`src/rtl/key_pkg.sv`:
```
// Shared definitions for the key click decoder: channel count, event code
// layout and the per-key FSM state type.
package key_pkg;

    localparam int unsigned KEY_NUM     = 3;
    localparam int unsigned IDX_W       = 2;
    localparam int unsigned WIN_W       = 10;
    localparam int unsigned EVT_DBL_BIT = 2;
    localparam int unsigned EVT_IDX_LSB = 0;

    typedef enum logic {
        IDLE = 1'b0,
        WAIT = 1'b1
    } chan_state_e;

endpackage

```
`src/rtl/key_click_chan.sv`:
```
// One key's click classifier: opens a window on the first press and decides
// single (window expires) or double (second press inside the window).
module key_click_chan
    import key_pkg::*;
#(
    parameter int unsigned DBL_WIN_MS = 250
) (
    input  logic clk,
    input  logic rst,
    input  logic key_pulse,
    input  logic tick,
    output logic dec_single,
    output logic dec_double
);

    localparam logic [WIN_W-1:0] WIN_LAST = WIN_W'(DBL_WIN_MS - 1);

    chan_state_e      state_q, state_d;
    logic [WIN_W-1:0] win_cnt_q, win_cnt_d;

    always_comb begin
        state_d    = state_q;
        win_cnt_d  = win_cnt_q;
        dec_single = 1'b0;
        dec_double = 1'b0;
        unique case (state_q)
            IDLE: begin
                if (key_pulse) begin
                    state_d   = WAIT;
                    win_cnt_d = '0;
                end
            end
            WAIT: begin
                // A press on the timeout edge still counts as the second click.
                if (key_pulse) begin
                    dec_double = 1'b1;
                    state_d    = IDLE;
                end else if (tick) begin
                    if (win_cnt_q == WIN_LAST) begin
                        dec_single = 1'b1;
                        state_d    = IDLE;
                    end else begin
                        win_cnt_d = win_cnt_q + WIN_W'(1);
                    end
                end
            end
            default: state_d = IDLE;
        endcase
    end

    always_ff @(posedge clk or posedge rst) begin
        if (rst) begin
            state_q   <= IDLE;
            win_cnt_q <= '0;
        end else begin
            state_q   <= state_d;
            win_cnt_q <= win_cnt_d;
        end
    end

endmodule

```
`src/rtl/key_click_decoder.sv`:
```
// Classifies debounced key presses into single/double clicks and queues the
// decisions into a one-deep valid/ready event register.
module key_click_decoder
    import key_pkg::*;
#(
    parameter int unsigned TICK_DIV   = 50_000,
    parameter int unsigned DBL_WIN_MS = 250
) (
    input  logic               clk,
    input  logic               rst,
    input  logic [KEY_NUM-1:0] key_pulse,
    output logic [KEY_NUM-1:0] single_click,
    output logic [KEY_NUM-1:0] double_click,
    output logic               event_valid,
    output logic [2:0]         event_code,
    input  logic               event_ready,
    output logic               overflow
);

    localparam int unsigned PW = $clog2(TICK_DIV);

    logic [PW-1:0]      presc_q, presc_d;
    logic               tick;
    logic [KEY_NUM-1:0] dec_s, dec_d, dec_any, avail;
    logic [KEY_NUM-1:0] pending_q, pending_d, pend_dbl_q, pend_dbl_d;
    logic               event_valid_q, event_valid_d, overflow_q, overflow_d;
    logic [2:0]         event_code_q, event_code_d;
    logic               load_en, found;
    logic [IDX_W-1:0]   sel;

    always_comb begin
        tick    = (presc_q == PW'(TICK_DIV - 1));
        presc_d = tick ? '0 : presc_q + PW'(1);
    end

    for (genvar i = 0; i < KEY_NUM; i++) begin : g_chan
        key_click_chan #(.DBL_WIN_MS(DBL_WIN_MS)) u_chan (
            .clk        (clk),
            .rst        (rst),
            .key_pulse  (key_pulse[i]),
            .tick       (tick),
            .dec_single (dec_s[i]),
            .dec_double (dec_d[i])
        );
    end

    // Fresh decisions join the pending set so an empty register loads them at once.
    always_comb begin
        dec_any       = dec_s | dec_d;
        avail         = pending_q | dec_any;
        load_en       = !event_valid_q || event_ready;
        found         = 1'b0;
        sel           = '0;
        pending_d     = pending_q;
        pend_dbl_d    = pend_dbl_q;
        event_valid_d = event_valid_q;
        event_code_d  = event_code_q;
        overflow_d    = overflow_q;

        for (int unsigned i = 0; i < KEY_NUM; i++) begin
            if (!found && avail[i]) begin
                found = 1'b1;
                sel   = IDX_W'(i);
            end
        end

        if (load_en) begin
            event_valid_d = found;
            if (found) begin
                event_code_d[EVT_DBL_BIT]            = pending_q[sel] ? pend_dbl_q[sel] : dec_d[sel];
                event_code_d[EVT_IDX_LSB +: IDX_W]   = sel;
            end
        end

        for (int unsigned i = 0; i < KEY_NUM; i++) begin
            if (load_en && found && (sel == IDX_W'(i))) begin
                // Old entry leaves; a same-cycle decision refills the slot.
                pending_d[i] = pending_q[i] && dec_any[i];
                if (pending_q[i] && dec_any[i]) pend_dbl_d[i] = dec_d[i];
            end else if (dec_any[i]) begin
                if (pending_q[i]) begin
                    overflow_d = 1'b1;
                end else begin
                    pending_d[i]  = 1'b1;
                    pend_dbl_d[i] = dec_d[i];
                end
            end
        end
    end

    always_ff @(posedge clk or posedge rst) begin
        if (rst) begin
            presc_q       <= '0;
            pending_q     <= '0;
            pend_dbl_q    <= '0;
            event_valid_q <= 1'b0;
            event_code_q  <= '0;
            overflow_q    <= 1'b0;
            single_click  <= '0;
            double_click  <= '0;
        end else begin
            presc_q       <= presc_d;
            pending_q     <= pending_d;
            pend_dbl_q    <= pend_dbl_d;
            event_valid_q <= event_valid_d;
            event_code_q  <= event_code_d;
            overflow_q    <= overflow_d;
            single_click  <= dec_s;
            double_click  <= dec_d;
        end
    end

    assign event_valid = event_valid_q;
    assign event_code  = event_code_q;
    assign overflow    = overflow_q;

endmodule

```
`config.mk`:
```
export PLATFORM = sky130hd
export DESIGN_NAME = key_click_decoder
export DESIGN_NICKNAME = d
export VERILOG_FILES = /design/src/rtl/key_pkg.sv /design/src/rtl/key_click_chan.sv /design/src/rtl/key_click_decoder.sv
export SDC_FILE = /design/constraint.sdc
export NUM_CORES = 1
export LEC_CHECK = 0
export ABC_AREA = 1
export BUFFER_PORTS_ARGS = -buffer_cell sky130_fd_sc_hd__buf_2
export CAP_MARGIN = 20
export CORE_UTILIZATION = 55
export DETAILED_ROUTE_END_ITERATION = 7
export HOLD_SLACK_MARGIN = 0.12
export PLACE_DENSITY = 0.76
export SLEW_MARGIN = 0
export SYNTH_ARGS = -nofsm -noshare
export SYNTH_HDL_FRONTEND = slang
export SYNTH_SLANG_ARGS = --single-unit
```
`constraint.sdc`:
```
create_clock -name clk -period 2.8 [get_ports clk]
set_clock_uncertainty 0.05 [all_clocks]
set_input_delay 0.42 -clock clk [delete_from_list [all_inputs] [get_ports clk]]
set_output_delay 0.42 -clock clk [all_outputs]
set_load 0.02 [all_outputs]
```
# Word level (Yosys, flattened, before mapping)
# Index checks and enable logic that the tools add are counted.
# word_totals
ff_bits,66
latch_bits,0
ramBits,0
rom_bits,0
input_bits,6
output_inout_bits,11
elab_cells,161
memories,0
# classes
add_sub_neg,4
n_mul,0
div_mod_pow,0
n_lt_le_gt_ge,1
eq_ne,24
n_shift,0
mux,85
bitwise,5
reduce_logical,24
# ops
cell,count
$mux 10,12
$mux 1,62
$pmux 10 s2,3
$add 10x1->10 const B,3
$eq 10x8->1 const B,3
$ne 2x2->1 const B,11
$add 16x1->16 const B,1
$eq 16x16->1 const B,1
$mux 16,1
$ne 2x1->1 const B,7
$reduce_and 4->1,3
$logic_and 1x1->1,9
$reduce_and 3->1,3
$bmux 1 s2,3
$or 3x3->3,2
$pmux 1 s2,3
$reduce_bool 2->1,3
$logic_not 1->1,3
$lt 2x3->1 const B,1
$not 1->1,3
$eq 2x1->1 const B,1
$eq 2x2->1 const B,1
$logic_not 2->1,1
$mux 2,1
other kinds (2),2

# Longest topological paths before layout
# Gate-level depths: netlist of run 1.
# depth
word_depth,23
ltp_mapped,15
mapped_depth_nobuf,15

# Modules after synthesis
# From an unflattened synthesis of run 1, not the netlist that was laid out.
# unflattened
cells_unflattened,533
hier_area_um2,3852.4
# modules_own_cells
module,n_inst,cells_per_inst,area_each_um2,seq_area_each_um2
key_click_chan,3,107,738.2,275.3
key_click_decoder,1,212,1637.8,825.8

# Worst setup path before layout of run 1
# OpenSTA, ideal clock, no wires.
# synth_timing
kind,register to register
from,reg presc_q[0]
to,reg g_chan[2].u_chan.win_cnt_q[4]
setup_ns,0.127
t_arrival_ns,1.742
required_ns,2.623
setup_slack_ns,0.881
path_stages_with_launch,14
path_buffers,0
synth_period_minus_slack_ns,1.919
path_cell_list,dfrtp_1 -> ha_1 -> nand3_2 -> inv_2 -> nand2_2 -> nor2_8 -> inv_4 -> or2_1 -> nand2_2 -> nand2_4 -> nor3_2 -> nand2_1 -> nor2_1 -> nor3_1
# synth_between
elab_chain_len,3
# synth_rtl
element,line,rtl
"start, declared",key_click_decoder.sv:22,"logic [PW-1:0] presc_q, presc_d;"
"start signal, assigned",key_click_decoder.sv:102,presc_q <= presc_d;
$eq 16x16->1,key_click_decoder.sv:32,tick = (presc_q == PW'(TICK_DIV - 1));
$ne 2x2->1 (no line),--,
$reduce_and 4->1 (no line),--,
"end signal, assigned",key_click_chan.sv:57,win_cnt_q <= win_cnt_d;
"end, declared",key_click_chan.sv:19,"logic [WIN_W-1:0] win_cnt_q, win_cnt_d;"
# No other way between the ends.
# A chain may end at the register's enable or synchronous reset.

# Final worst setup path of run 1
# layout_timing
from,reg presc_q[0]
to,reg pend_dbl_q[2]
# layout_between
elab_chain_len,17
elab_cells_between_ends,30
classes_between,4 x eq/ne; 15 x mux; 2 x bitwise; 9 x reduce/logical
# layout_rtl
element,line,rtl
$eq 16x16->1 (*),key_click_decoder.sv:32,
$mux 1,key_click_chan.sv:38,end else if (tick) begin
$mux 1,key_click_chan.sv:35,if (key_pulse) begin
$mux 1,key_click_chan.sv:26,unique case (state_q)
$or 3x3->3 (*),key_click_decoder.sv:49,dec_any = dec_s | dec_d;
$or 3x3->3,key_click_decoder.sv:50,avail = pending_q | dec_any;
$mux 1,key_click_decoder.sv:61,if (!found && avail[i]) begin
$logic_not 1->1,key_click_decoder.sv:61,
$logic_and 1x1->1,key_click_decoder.sv:61,
$mux 1,key_click_decoder.sv:61,
$logic_not 1->1,key_click_decoder.sv:61,
$logic_and 1x1->1,key_click_decoder.sv:61,
$mux 2 or $mux 1 (tied branches),key_click_decoder.sv:61,
$eq 2x2->1 or $logic_and 1x1->1 (tied branches),key_click_decoder.sv:76,if (load_en && found && (sel == IDX_W'(i))) begin
$logic_and 1x1->1,key_click_decoder.sv:76,
$ne 2x1->1 (no line) or $reduce_bool 2->1 (tied branches),--,
$reduce_and 3->1 (no line),--,
"end signal, assigned",key_click_decoder.sv:104,pend_dbl_q <= pend_dbl_d;
"end, declared",key_click_decoder.sv:25,"logic [KEY_NUM-1:0] pending_q, pending_d, pend_dbl_q, pend_dbl_d;"
# Mark *: on every way between the ends. The rest lies on a longest branch, timed or not.

==> run_results.csv, run 1 <==
group,metric,value,unit
run_status,outcome,"complete, no violations",
drt,post_drt_wl_per_cell,11.60,µm
finish,diodes,0,
yosys,synth-seq-cells,66,
grt,grt_pass1_wl,11100,µm
sta,max_slew.worst_pin.slew,677.7,ps
grt,grt_max_degree,35,
yosys,ys_async_sr_fraction,100.0,%
sta,finalSetupViolCount,0,
clocking,cts-resized-gates,0,
clocking,worstSkewPairLatency,340,ps
yosys,ys_seq_area_share,46.46,%
grt,antenna_found_initial,0,
sta,rsz0062_at_grt,"false",
setup_path,cp.arrival,2440,ps
setup_path,cp.required,3010,ps
drt,drt-initial-drc-count,125,
finish,nets,487,
yosys,synth.avg_cell_area,8.024,µm²
clocking,holdBufCountCts,0,
grt,gr-total-overflow,0,
clocking,postCtsSetupBuffers,0,
drt,vias_per_cell,5.145,
yosys,synth_warnings,0,
yosys,synth_fp_nets,459,
clocking,cts.sinks,66,
sta,post-route-period-util,79.55,%
power_and_ir_drop,power.density,676.8,nW/µm²
sta,layout_min_cycle_time,2228,ps
setup_path,path_class,"reg -> reg",
finish,fillers,509,
finish,post-route-util,64.93,%
yosys,synth_edf_count,0,
placement,gp_congestion,0.8886,
sta,tns,0,ps
finish,drive_above_1_share,14.08,%
drt,ant_nets,0,
setup_path,r2r_cells,12,
clocking,cts_buffers,9,
setup_path,startpoint_type,"flip-flop",
floorplan,num_rows,28,
grt,grt_pass1_vias,2658,
floorplan,start_util,58.65,%
floorplan,coreArea,6061,µm²
run,cap_viol_max_count,0,
clocking,clockBufferDepth,2,
grt,grt_usage,21.58,%
floorplan,die_y,82.39,µm
hold_path,hold_path_class,"in -> async",
placement,dpl.hpwl,4770,µm
yosys,synth.distinct_cells,40,
setup_path,worst_setup_path_end_kind,"flip-flop",
setup_path,reg2reg_to,"pend_dbl_q[2]",
power_and_ir_drop,static-leakage-power,2.049,nW
sta,hold_viol,0,
placement,numPortBuffers,16,
setup_path,critPathMaxFanout,9,
yosys,synth_area,3555,µm²
clocking,cts_tree,"done",
drt,drc,0,
clocking,htree_levels,3,
drt,num_vias,2835,
sta,fmaxAchievable,448.9,MHz
sta,slew_headroom,54.75,%
power_and_ir_drop,ir_drop,0.0004737,V
setup_path,r2r-start,"presc_q[0]",
floorplan,design.die.area,6788,µm²
drt,totalWireLength,6390,µm
clocking,root_buffer,"clkbuf_8",
floorplan,io_pins,17,
clocking,path_clk_slew,80,ps
floorplan,die_w,82.39,µm
sta,slew_viol_final,0,
yosys,synth_ff_type,"dfrtp_1",
finish,syn_to_final_growth,10.70,%
yosys,syn_inst,443,
drt,drtPass1Iterations,4,
setup_path,reg2reg_slack,570,ps
==> synthesized netlist by cell type (7+ instances only) <==
master / instances / area, µm²
a21oi_1: 22 / 110.1
dfrtp_1: 66 / 1652
ha_1: 10 / 125.1
inv_1: 67 / 251.5
inv_2: 8 / 30.03
nand2_1: 99 / 371.6
nand2_2: 7 / 43.79
nand3_1: 27 / 135.1
nand4_1: 11 / 68.82
nor2_1: 43 / 161.4
nor3_1: 15 / 75.07
o21ai_0: 9 / 45.04
xor2_1: 10 / 87.58
==> layout make-up <==
class	instances	area [µm²]	share of cell area, %
Sequential cell	66	1652	41.97
Multi-Input combinational cell	298	1598	40.60
Inverter	79	305.3	7.758
Clock buffer	11	131.4	3.339
Timing Repair Buffer	17	100.1	2.544
Tap cell	75	93.84	2.385
Clock inverter	5	55.05	1.399
==> where the power goes <==
| group | leakage, nW | internal [mW] | total, mW | switching [mW] |
|---|---|---|---|---|
| clock network | 0.0893 | 0.409 | 0.770 | 0.361 |
| logic | 1.09 | 0.226 | 0.687 | 0.461 |
| registers | 0.866 | 1.10 | 1.21 | 0.109 |
==> critical path, cell delays in order (launching register included) <==
cell and delay [ps]:
dfrtp_1 410, ha_1 240, nand3_2 120, inv_2 40, nand2_2 100, nor2_8 70, nand3_1 180, nand3_2 160
nor2_2 240, nand3_1 180, o21ai_1 210, nand2_1 70, o21ai_0 70
==> cells in the final DEF, fill, tap and decap left out, types with 10 or more instances in the layout <==
cell type / count
nand2_1: 99
xor2_1: 10
dfrtp_1: 66
a21oi_1: 22
ha_1: 10
nor3_1: 15
buf_2: 16
nor2_1: 43
inv_1: 66
nand3_1: 27
nand4_1: 11
==> cell families after synthesis <==
| logic type | count (synthesis) | synth area share, % |
|---|---|---|
| flops | 66 | 46.46 |
| fa+ha+maj | 10 | 3.520 |
| buf+inv | 79 | 8.588 |
| simple gates | 223 | 29.74 |
| xor+xnor | 12 | 2.957 |
| compound gates | 53 | 8.730 |
==> per-stage QoR <==
step                power (mW)  setup WS [ps]  cell area [µm²]  std cells  hold slack, ps
global placement         1.886          602.7             3749        535           401.3
detailed placement       1.913          572.9             3749        535           403.4
floorplan                1.735          675.2             3555        443           392.0
finish                   2.663          572.5             3935        551           135.7
CTS                      2.684          560.9             3935        551           149.6
global route             2.834          336.7             3935        551           200.8
==> worst max-delay path by stage <==
stage	slack [ps]	end	startpoint
2_1_floorplan	680	double_click[0]	rst
3_3_place_gp	600	overflow	presc_q[0]
3_5_place_dp	570	pend_dbl_q[2]	presc_q[0]
4_1_cts	560	pend_dbl_q[2]	presc_q[0]
5_1_grt	340	pend_dbl_q[0]	presc_q[0]
6_report	570	pend_dbl_q[2]	presc_q[0]
==> layer usage <==
layer,GRT usage [%],vias up,routed length [µm]
met1,27.26,1305,3112
met4,7.895,0,92
met2,35.87,33,2993
li1,-,1488,-
met5,0,-,0
met3,5.165,9,191
==> flip-flops by register name, summed over array words and instances, names as in the netlist <==
| signal | count |
|---|---|
| presc_q | 16 |
| pending_q | 3 |
| overflow | 1 |
| single_click | 3 |
| event_valid | 1 |
| pend_dbl_q | 3 |
| g_chan.u_chan.win_cnt_q | 30 |
| event_code | 3 |
| double_click | 3 |
| g_chan.u_chan.state_q | 3 |
Power figures use the tool's default switching activity.
==> run 2, diff against run 1 <==
- PLACE_DENSITY: 0.76 -> 0.78
- clock period: 2.8 -> 1.8 ns (I/O delays scaled with it)
==> run_results.csv, run 2 (synthesized netlist as in run 1, its figures left out) <==
group,metric,value,unit
finish,syn_to_final_growth,39.85,%
floorplan,start_util,58.65,%
setup_path,startpoint_type,"flip-flop",
sta,slew_viol_final,0,
power_and_ir_drop,intPower,3.159,mW
finish,drive_above_1_share,36.68,%
floorplan,design.die.area,6788,µm²
setup_path,path_class,"reg -> reg",
grt,antenna_found_initial,0,
setup_path,worst_setup_path_end_kind,"flip-flop",
finish,regArea,1652,µm²
run,cap_viol_max_count,0,
clocking,root_buffer,"clkbuf_8",
finish,top_register,"g_chan.u_chan.win_cnt_q",
hold_path,hold_path_class,"in -> reg",
power_and_ir_drop,power.density,1003,nW/µm²
finish,nets,578,
setup_path,critPathMaxFanout,7,
sta,slew_headroom,63.67,%
finish,multi_input_area,1913,µm²
setup_path,cp.required,2010,ps
clocking,cts.sinks,66,
power_and_ir_drop,ir_drop,0.0006879,V
finish,fillers,339,
placement,dpl.hpwl,6027,µm
grt,grt_usage,29.96,%
power_and_ir_drop,comb_power_share,37.8,%
clocking,path_clk_slew,80,ps
clocking,worstSkewPairLatency,350,ps
power_and_ir_drop,switchingPower,1.825,mW
placement,gp_congestion,0.9376,
drt,totalWireLength,9614,µm
placement,numPortBuffers,16,
floorplan,die_y,82.39,µm
sta,hold_viol,0,
grt,gr-total-overflow,0,
finish,diodes,0,
sta,max_slew.worst_pin.slew,543.8,ps
setup_path,cp.arrival,2250,ps
grt,grt_pass1_vias,3449,
clocking,cts_buffers,9,
sta,tns,-5010,ps
floorplan,io_pins,17,
drt,ant_nets,0,
finish,final_common_cell,"nand2_1",
floorplan,die_w,82.39,µm
run_status,outcome,"complete, but fails checks",
sta,fmaxAchievable,488.8,MHz
clocking,cts_tree,"done",
grt,grt_pass1_wl,15150,µm
floorplan,num_rows,28,
floorplan,coreArea,6061,µm²
drt,drc,0,
hold_path,hold_depth,3,
clocking,htree_levels,3,
drt,vias_per_cell,5.453,
finish,largest_reg_flops,30,
grt,grt_max_degree,29,
sta,post-route-period-util,113.7,%
setup_path,r2r_cells,12,
drt,post_drt_wl_per_cell,14.98,µm
sta,layout_setup_ws,-245.9,ps
power_and_ir_drop,static-leakage-power,2.587,nW
power_and_ir_drop,power,4.985,mW
run_status,failed_checks,"setup timing",
clocking,clockBufferDepth,2,
power_and_ir_drop,swShare,36.62,%
drt,num_vias,3501,
sta,rsz0062_at_grt,"true",
finish,top_regs,"g_chan.u_chan.win_cnt_q (30), presc_q (16)",
drt,drt-initial-drc-count,247,
finish,final_cell_mix,"nand2_1, buf_4, dfrtp_1",
power_and_ir_drop,seq_power_share,37.4,%
sta,layout_min_cycle_time,2046,ps
power_and_ir_drop,p_clk_share,24.9,%
sta,finalSetupViolCount,41,
drt,drtPass1Iterations,5,
## run 2: changes by cell type in the layout (fill, tap and decap cells not counted), moves of 4 or more
cell     delta
nand2_1     -8
nor2_2     +10
a21oi_1     -7
buf_4      +85
nand3_1     -8
nor2_1     -14
buf_6       +4
nand3_4     +5
a21oi_2     +7
nor2_4      +4
nand2_4     +6
## run 2: worst max-delay path: stages, from the launching register on
cell and delay, ps:
dfrtp_1 370, inv_1 90, nand2_1 110, nor2_2 120
nand2_2 100, nor2_8 180, inv_4 70, or2_1 220
nand2_2 80, nand2_4 110, buf_4 160, buf_6 110
o31ai_2 190
## run 2: worst paths after layout
| kind | from | endpoint | slack (ps) |
|---|---|---|---|
| setup reg to reg | presc_q[4] | g_chan[2].u_chan.win_cnt_q[9] | -250 |
| setup / recovery | presc_q[4] | g_chan[2].u_chan.win_cnt_q[9] | -250 |
| hold / removal | key_pulse[2] | g_chan[2].u_chan.state_q | 130 |
| hold reg to reg | event_code[1] | event_code[1] | 420 |
| min in group asynchronous | rst | double_click[1] | 460 |
| max in group asynchronous | rst | g_chan[0].u_chan.win_cnt_q[8] | 700 |
## run 2: power groups by stage
stage	combinational (mW)	sequential [mW]	clock, mW
2_1_floorplan	0.819	1.92	0
3_3_place_gp	1.44	1.86	0
3_5_place_dp	1.51	1.87	0
4_1_cts	1.63	1.85	1.23
5_1_grt	2.03	1.89	1.31
6_report	1.88	1.86	1.24
## run 2: area by class of cell
cell class,count,share of cell area [%]
multi-input cells,298,38.48
well taps,75,1.888
repair buffers,108,16.36
clock inverters,4,1.032
flip-flops and latches,66,33.22
inverters,79,6.292
clock buffers,12,2.718
## run 2: what timing repair did
item                                   4_1_cts  5_1_grt
setup buffers                                7        6
setup endpoints to repair                   39       46
endpoints found under the hold margin       21        0
pin swaps                                   16       14
hold buffers                                 1        0
resized for setup                           38       33
## run 2: metrics by stage
step                      utilization, %  area [µm²]  instances  setup WS [ps]  hold slack, ps
after CTS                          79.03        4790        637         -159.7           132.3
after detailed placement           72.52        4395        614         -345.8           301.4
after global routing               82.02        4971        642         -343.5           126.5
after floorplan                        -        3608        443         -77.46           336.6
after global placement             72.52        4395        614         -250.3           289.6
final                              82.02        4971        642         -245.9           129.4
## run 2: layer usage
layer | share of wire (%) | global-route usage, %
met2 | 51 | 51.16
met1 | 42 | 35.92
met5 | 0 | 0
met4 | 2.8 | 15.79
met3 | 4.2 | 5.385
==> run 3, diff against run 2 <==
- CTS_BUF_LIST: default -> sky130_fd_sc_hd__clkbuf_2
==> run_results.csv, run 3 (synthesized netlist as in run 1, its figures left out) <==
group,metric,value,unit
setup_path,reg2reg_slack,-400,ps
power_and_ir_drop,static-leakage-power,2.655,nW
floorplan,coreArea,6061,µm²
finish,fillers,306,
setup_path,r2r_cells,12,
floorplan,die_w,82.39,µm
finish,syn_to_final_growth,44.32,%
sta,fmaxAchievable,455.4,MHz
finish,nets,596,
drt,drt-initial-drc-count,410,
sta,hold_viol,0,
setup_path,crit_family,"simple AND/OR/NAND/NOR gates",
finish,drive_above_1_share,40.17,%
drt,post_drt_wl_per_cell,18.15,µm
floorplan,io_pins,17,
drt,vias_per_cell,5.898,
run,cap_viol_max_count,0,
finish,top_regs,"g_chan.u_chan.win_cnt_q (30), presc_q (16)",
drt,totalWireLength,11980,µm
setup_path,cp_common_cell,"nand2_4",
placement,gp_congestion,0.9376,
clocking,clockBufferDepth,2,
finish,largest_reg_flops,30,
finish,final_cell_mix,"buf_4, nand2_1, dfrtp_1",
hold_path,hold_path_class,"in -> async",
setup_path,critPathMaxFanout,5,
clocking,cts_buffers,9,
grt,gr-total-overflow,0,
sta,layout_setup_ws,-395.6,ps
power_and_ir_drop,ir_drop,0.0007314,V
drt,num_vias,3893,
sta,rsz0062_at_grt,"true",
clocking,htree_levels,3,
setup_path,worstPathCellList,"ha_2 > nand3_2 > inv_2 > nand2_4 > nor2_8 > inv_4 > or2_1 > nand2_2 > nand2_4 > buf_12 > o21ai_0 > nor3b_1",
grt,grt_pass1_wl,15560,µm
grt,grt_pass1_vias,3513,
placement,numPortBuffers,16,
clocking,worstSkewPairLatency,590,ps
drt,drc,0,
setup_path,cp.required,2270,ps
setup_path,cp_slowest_cell,"dfrtp_1",
run_status,failed_checks,"setup timing",
finish,diodes,0,
clocking,path_clk_slew,230,ps
sta,layout_min_cycle_time,2196,ps
clocking,root_buffer,"clkbuf_2",
floorplan,start_util,58.65,%
sta,slew_viol_final,0,
floorplan,num_rows,28,
drt,ant_nets,0,
setup_path,crit_cells,12,
grt,grt_max_degree,29,
setup_path,max_stage_delay,420,ps
setup_path,path_class,"reg -> reg",
sta,max_slew.worst_pin.slew,579.6,ps
grt,grt_usage,30.80,%
placement,dpl.hpwl,6027,µm
setup_path,cp.buffers_inverters,3,
sta,finalSetupViolCount,50,
floorplan,die_y,82.39,µm
floorplan,design.die.area,6788,µm²
drt,drtPass1Iterations,5,
finish,final_common_cell,"buf_4",
clocking,cts.sinks,66,
setup_path,worst_setup_path_end_kind,"flip-flop",
setup_path,startpoint_type,"flip-flop",
placement,place_area,4395,µm²
sta,tns,-9921,ps
sta,post-route-period-util,122.0,%
clocking,cts_tree,"done",
finish,fin_area,5130,µm²
finish,top_register,"g_chan.u_chan.win_cnt_q",
run_status,outcome,"complete, but fails checks",
grt,antenna_found_initial,0,
sta,slew_headroom,61.28,%
power_and_ir_drop,power.density,958.5,nW/µm²
sta,whs,211.7,ps
setup_path,cp.arrival,2670,ps
run 3: power breakdown:
group | switching (mW) | internal (mW) | leakage (nW)
combinational | 1.21 | 0.853 | 1.72
sequential | 0.187 | 1.71 | 0.865
clock | 0.617 | 0.340 | 0.0726
total | 2.02 | 2.90 | 2.66
run 3: layout make-up:
cell class                 instances  area, µm²  area share (%)
tap                               75      93.84           1.829
multi-input combinational        298       1986           38.71
sequential                        66       1653           32.22
inverter                          79      312.8           6.098
clock buffer                      12      60.06           1.171
timing repair buffer             126      973.4           18.98
clock inverter                     4      51.30           1.000
run 3: path summary, 6_finish.rpt:
check / from / endpoint
setup / recovery: presc_q[1] / g_chan[2].u_chan.win_cnt_q[2]
hold / removal: rst / single_click[1]
setup reg to reg: presc_q[1] / g_chan[2].u_chan.win_cnt_q[2]
hold reg to reg: event_code[1] / event_code[1]
max in group asynchronous: rst / g_chan[0].u_chan.win_cnt_q[6]
min in group clk: event_code[1] / event_code[1]
run 3: worst min-delay path, delay by kind of cell:
| family | cells | cell delay [ps] |
|---|---|---|
| buffers and inverters | 3 | 1070 |
run 3: layer usage:
metal / wire length, µm / up-vias / track usage, %
li1: - / 1701 / -
met1: 4493 / 1866 / 37.32
met2: 6015 / 253 / 53.64
met3: 846 / 73 / 5.055
met4: 626 / 0 / 13.86
met5: 0 / - / 0
run 3: metrics by stage:
stage	std cells	setup WS, ps	power (mW)	util, %
detailed placement	614	-345.8	3.381	72.52
CTS	645	-179.1	4.412	79.27
finish	660	-395.6	4.917	84.64
floorplan	443	-77.46	2.736	-
global placement	614	-250.3	3.298	72.52
global route	660	-495.1	5.111	84.64
run 3: what timing repair did:
item | in CTS | in global routing
gates resized for setup | 46 | 52
setup endpoints to repair | 39 | 48
buffers inserted | 10 | 17
hold buffers | 5 | 0
endpoints found under the hold margin | 70 | 0
pin swaps | 12 | 35
